<file path="config.mk">
export PLATFORM = sky130hd
export DESIGN_NAME = game_ctl
export DESIGN_NICKNAME = d
export VERILOG_FILES = /design/src/rtl/game_ctl.sv
export SDC_FILE = /design/constraint.sdc
export NUM_CORES = 1
export LEC_CHECK = 0
export BUFFER_PORTS_ARGS = -buffer_cell sky130_fd_sc_hd__buf_2
export CAP_MARGIN = 15
export CORE_MARGIN = 4
export CORE_UTILIZATION = 40
export CTS_CLUSTER_SIZE = 30
export DETAILED_ROUTE_END_ITERATION = 8
export GPL_TIMING_DRIVEN = 0
export PLACE_DENSITY = 0.68
export SLEW_MARGIN = 30
export SYNTH_ARGS = -nofsm -noshare
export SYNTH_HDL_FRONTEND = slang
export SYNTH_SLANG_ARGS = --single-unit
</file>
<file path="constraint.sdc">
create_clock -name pclk -period 1.6 [get_ports pclk]
set_input_delay 0.4 -clock pclk [delete_from_list [all_inputs] [get_ports pclk]]
set_output_delay 0.4 -clock pclk [all_outputs]
set_load 0.02 [all_outputs]
</file>
<file path="src/rtl/game_ctl.sv">
// game_ctl: game state machine with frame-tick timing, hit scoring and per-state text/click-window setup.
module game_ctl #(
  parameter int FRAMES_PER_SEC = 60,
  parameter int GAME_SECONDS   = 30,
  parameter int SCORE_HOLD_SEC = 5
) (
  input  logic        pclk,
  input  logic        rst,
  input  logic        vsync_in,
  input  logic        rect_clicked,
  input  logic        uart_start,
  input  logic        hit,
  output logic [1:0]  state,
  output logic [11:0] width_start,
  output logic [11:0] height_start,
  output logic [10:0] hstart,
  output logic [10:0] vstart,
  output logic [10:0] hlength,
  output logic [10:0] vlength,
  output logic [1:0]  text_sel,
  output logic [5:0]  sec_left,
  output logic [7:0]  score
);
  typedef enum logic [1:0] {IDLE, WAIT, GAME, SCORE} st_e;
  st_e        st_q, st_d;
  logic [2:0] in_q, prev_q;
  logic [1:0] arm_q;
  logic [6:0] frame_q, frame_d;
  logic [5:0] hold_q, hold_d, sec_d;
  logic [7:0] score_d;
  logic       click, tick, hit_ev, frame_wrap, game_n;
  // arm_q keeps inputs already high at reset release from looking like fresh edges
  assign {click, tick, hit_ev} = in_q & ~prev_q & {3{arm_q[1]}};
  assign frame_wrap = tick && frame_q == 7'(FRAMES_PER_SEC - 1);
  assign game_n = !rst && st_d == GAME;
  assign state = st_q;
  assign text_sel = st_q;
  always_comb begin
    st_d = st_q;
    frame_d = frame_q;
    hold_d = hold_q;
    sec_d = sec_left;
    score_d = score;
    case (st_q)
      IDLE: if (click) begin
        st_d = WAIT;
        score_d = '0;
      end
      WAIT: if (click && uart_start) begin
        st_d = GAME;
        sec_d = 6'(GAME_SECONDS);
        frame_d = '0;
      end
      GAME: begin
        if (hit_ev && score != 8'hff) score_d = score + 8'd1;
        if (click) st_d = IDLE;
        else if (tick) begin
          frame_d = frame_wrap ? '0 : frame_q + 7'd1;
          if (frame_wrap) begin
            sec_d = sec_left - 6'd1;
            if (sec_left == 6'd1) begin
              st_d = SCORE;
              hold_d = 6'(SCORE_HOLD_SEC);
            end
          end
        end
      end
      default: if (click) st_d = IDLE;
      else if (tick) begin
        frame_d = frame_wrap ? '0 : frame_q + 7'd1;
        if (frame_wrap) begin
          hold_d = hold_q - 6'd1;
          if (hold_q == 6'd1) st_d = IDLE;
        end
      end
    endcase
  end
  always_ff @(posedge pclk) begin
    width_start <= game_n ? 12'd700 : 12'd380;
    height_start <= game_n ? 12'd20 : 12'd186;
    hstart <= game_n ? 11'd700 : 11'd380;
    vstart <= game_n ? 11'd20 : 11'd186;
    hlength <= game_n ? 11'd80 : 11'd300;
    vlength <= game_n ? 11'd40 : 11'd100;
    if (rst) begin
      st_q <= IDLE;
      in_q <= '0;
      prev_q <= '0;
      arm_q <= '0;
      frame_q <= '0;
      hold_q <= '0;
      sec_left <= '0;
      score <= '0;
    end else begin
      st_q <= st_d;
      in_q <= {rect_clicked, vsync_in, hit};
      prev_q <= in_q;
      arm_q <= {arm_q[0], 1'b1};
      frame_q <= frame_d;
      hold_q <= hold_d;
      sec_left <= sec_d;
      score <= score_d;
    end
  end
endmodule

</file>
==> results.json <==
{
  "p_total_mw": 2.02,
  "setup.worst_path.start_class": "flop",
  "chipHeight_um": 89.5,
  "slew-limit-headroom": 0.615,
  "crit_path_cell_trace": "nor3_2 -> a31oi_2 -> nor4_2 -> mux2i_1",
  "power.density_nw_per_um2": 534,
  "p_sw_frac": 0.267,
  "post-route-util": 0.591,
  "areaGrowthSynthToFinish_pct": 42.2,
  "start_to_end_type_of_the_worst_setup_path": "flop to flop",
  "nNetsFinal": 437,
  "synth_top_cells_by_count": "buf_4 (68), dfxtp_1 (39), nand2_1 (17)",
  "clk_root_buffer_cell": "clkbuf_8",
  "layout.cell_area.non_filler_sq_um": 3780,
  "start_util": 0.416,
  "num_io_pins": 92,
  "synth.ff_latch_count": 39,
  "detail_route.wirelength.met1_um": 2780,
  "synth.most_common_cell": "buf_4",
  "seq_power_share": 0.488,
  "critical_path.reg2reg.startpoint": "sec_left[2]",
  "critical_path_required_ns": 1.83,
  "antennaDiodeCount": 0,
  "run_status": "finished with violations",
  "fillCellCount": 560,
  "peak_supply_drop_mv": 0.279,
  "clk_pin_slew_ns": 0.07,
  "worst-path-max-fanout": 6,
  "dpl_worst_slack_ns": -0.180,
  "clock.fmax_mhz": 578,
  "netlist_instances": 315,
  "fp.coreArea_sq_um": 6390,
  "post_layout_min_period_ns": 1.73,
  "fp.dieW_um": 89.5,
  "holdCritStartpoint": "vsync_in",
  "totalWireLength_um": 7100,
  "route.detailed.drc": 0,
  "failing_checks": "negative setup slack",
  "via_count": 2503,
  "average_cell_area_after_synthesis_sq_um": 8.43,
  "worst_setup_path_end_kind": "flop",
  "p_comb_frac": 0.138,
  "timing.hold.worst.class": "input pin to flop",
  "dominantRegCellSynth": "dfxtp_1",
  "starting_drt_drc_count": 191,
  "cts_max_path_buffers": 2,
  "cts_made_buffers": 5,
  "routedWlPerCell_um": 14.1,
  "hold_viol": 0,
  "io_buffers": 50,
  "post-synth-top-area-fraction": 0.294,
  "grt_setup_unrepaired": "yes",
  "grt_pass1_vias": 2155,
  "clock_skew_ns": 0.00920,
  "max-cap-violations": 0,
  "power.clock.fraction": 0.374,
  "cp_top_family": "simple AND/OR/NAND/NOR gates",
  "detailed_placement_hpwl_um": 4740,
  "placed_area_sq_um": 3180,
  "viasPerCell": 4.98,
  "layout_setup_ws_ns": -0.129,
  "peak_per_stage_delay_on_the_critical_path_ns": 0.42,
  "crit_buf_inv": 0,
  "worstSkewPairLatency_ns": 0.30,
  "cts_tree": "done",
  "gp_routability_congestion": 0.886,
  "synth_area_sq_um": 2660,
  "ys_top_cells_by_area": "dfxtp_1 (29%), buf_4 (19%), mux2i_1 (4.9%)",
  "largest_net_degree_at_the_start_of_global_routing": 19,
  "top_signal_layer_used": "met4",
  "synth_sequential_area_ratio": 0.294,
  "power.net_switching_uw": 540,
  "grt_util_all_layers": 0.162,
  "report.final.setup_viol": 17,
  "timing.critical_path.slowest_stage_cell": "nor3_2",
  "r2r_cells": 4,
  "worst_ep_arrival_time_ns": 1.96,
  "static_leak_nw": 1.61,
  "synth_edf_count": 0,
  "asyncSetResetFlopFracSynth": 0,
  "worst_hold_slack_ns": 0.309,
  "detailroute.wirelength.met3_um": 705,
  "overflow": 0,
  "row_count": 29,
  "max_slew.worst_pin.slew_ns": 0.578,
  "cts-htree-levels": 2,
  "drt.antenna.violating_nets": 0,
  "ys_types": 50,
  "dpl.cell_count": 481,
  "timing.final.max_slew_violations": 0,
  "detailroute.wirelength.met2_um": 3380,
  "min_to": "in_q[1]",
  "synthDominantAreaCellType": "dfxtp_1",
  "grt_pass1_wl_um": 10100,
  "finalCritPeriodShare": 1.08,
  "tritoncts_num_sinks": 39,
  "detailedRoute.firstPassIterationCount": 4,
  "cts_hold_buf": 0,
  "totalNegativeSetupSlack_ns": -0.760,
  "hold_path_depth": 2,
  "crit_cells": 4,
  "instances_no_fill": 503,
  "number_of_antenna_violations_at_the_first_check_in_global_routing": 0,
  "timing.rr.end": "hold_q[4]",
  "internal_power_mw": 1.48,
  "warning_count_from_the_yosys_run": 0,
  "die_area_sq_um": 8010,
  "timing.reg2reg.setup_slack_ns": -0.13,
  "layout-drive-gt1-share": 0.479
}
-- registers in the layout (all words and copies together) (netlist names) --
register	cells
state	2
sec_left	6
hold_q	6
arm_q	2
frame_q	7
hlength	2
in_q	3
score	8
prev_q	3
-- power groups by stage --
stage	registers [mW]	logic [mW]	clock network [mW]
2_1_floorplan	1.01	0.223	0
3_3_place_gp	1.01	0.250	0
3_5_place_dp	1.01	0.252	0
4_1_cts	0.986	0.261	0.768
5_1_grt	0.987	0.301	0.821
6_report	0.985	0.278	0.754
-- metal layers --
| layer | global-route usage | vias up |
|---|---|---|
| met1 | 0.191 | 1134 |
| met3 | 0.0359 | 23 |
| met5 | 0 | - |
| met4 | 0.101 | 0 |
| met2 | 0.265 | 113 |
| li1 | - | 1233 |
-- what timing repair did --
| action | 4_1_cts | 5_1_grt |
|---|---|---|
| buffers inserted | 6 | 5 |
| setup endpoints to repair | 46 | 47 |
| pin swaps | 15 | 17 |
| resized for setup | 39 | 39 |
| cloned | 1 | 2 |
-- worst register-to-register path, stage by stage, from the launching register on --
cell,delay [ns]
dfxtp_1,0.39
nor3_2,0.42
a31oi_2,0.30
nor4_2,0.35
mux2i_1,0.21
-- placed cells by master (no fill, tap or decap), types with 5 or more instances in the layout --
cell type  instances
nand2b_1           6
conb_1            41
buf_4             80
mux2i_1           13
nor2b_1            7
o31ai_2            5
a21oi_1            9
nor3_1             6
clkbuf_8           7
nand3b_1           5
inv_1             15
nor2_1             8
buf_2             50
nand2_1           16
dfxtp_1           31
nand3_1            9
o211ai_1           8
a21oi_2            5
dfxtp_2            6
nand4_1            6
-- how the worst max path moves through the flow --
stage	to	from
detailed placement	hold_q[3]	state[1]
global route	hold_q[4]	sec_left[2]
global placement	hold_q[3]	rst
floorplan	score[7]	score[0]
CTS	sec_left[4]	frame_q[0]
finish	hold_q[4]	sec_left[2]
-- layout make-up --
| type | count | area [sq um] | share of cell area |
|---|---|---|---|
| Tap cell | 77 | 96.3 | 0.0255 |
| Buffer | 82 | 637 | 0.169 |
| Sequential cell | 39 | 796 | 0.211 |
| Clock buffer | 7 | 96.3 | 0.0255 |
| Clock inverter | 1 | 7.51 | 0.00199 |
| Inverter | 15 | 56.3 | 0.0149 |
| Multi-Input combinational cell | 219 | 1700 | 0.451 |
| Timing Repair Buffer | 63 | 385 | 0.102 |
-- logic make-up after synthesis --
| kind of cell | after synthesis | share of synthesized area |
|---|---|---|
| other | 2 | 0.00283 |
| multiplexers | 13 | 0.0490 |
| AO/OA/AOI/OAI | 60 | 0.167 |
| AND/OR/NAND/NOR | 98 | 0.217 |
| flip-flops | 39 | 0.294 |
| buffers and inverters | 97 | 0.242 |
| adder cells (fa/ha/maj) | 6 | 0.0283 |
No activity file was read; power rests on OpenSTA's default activity.
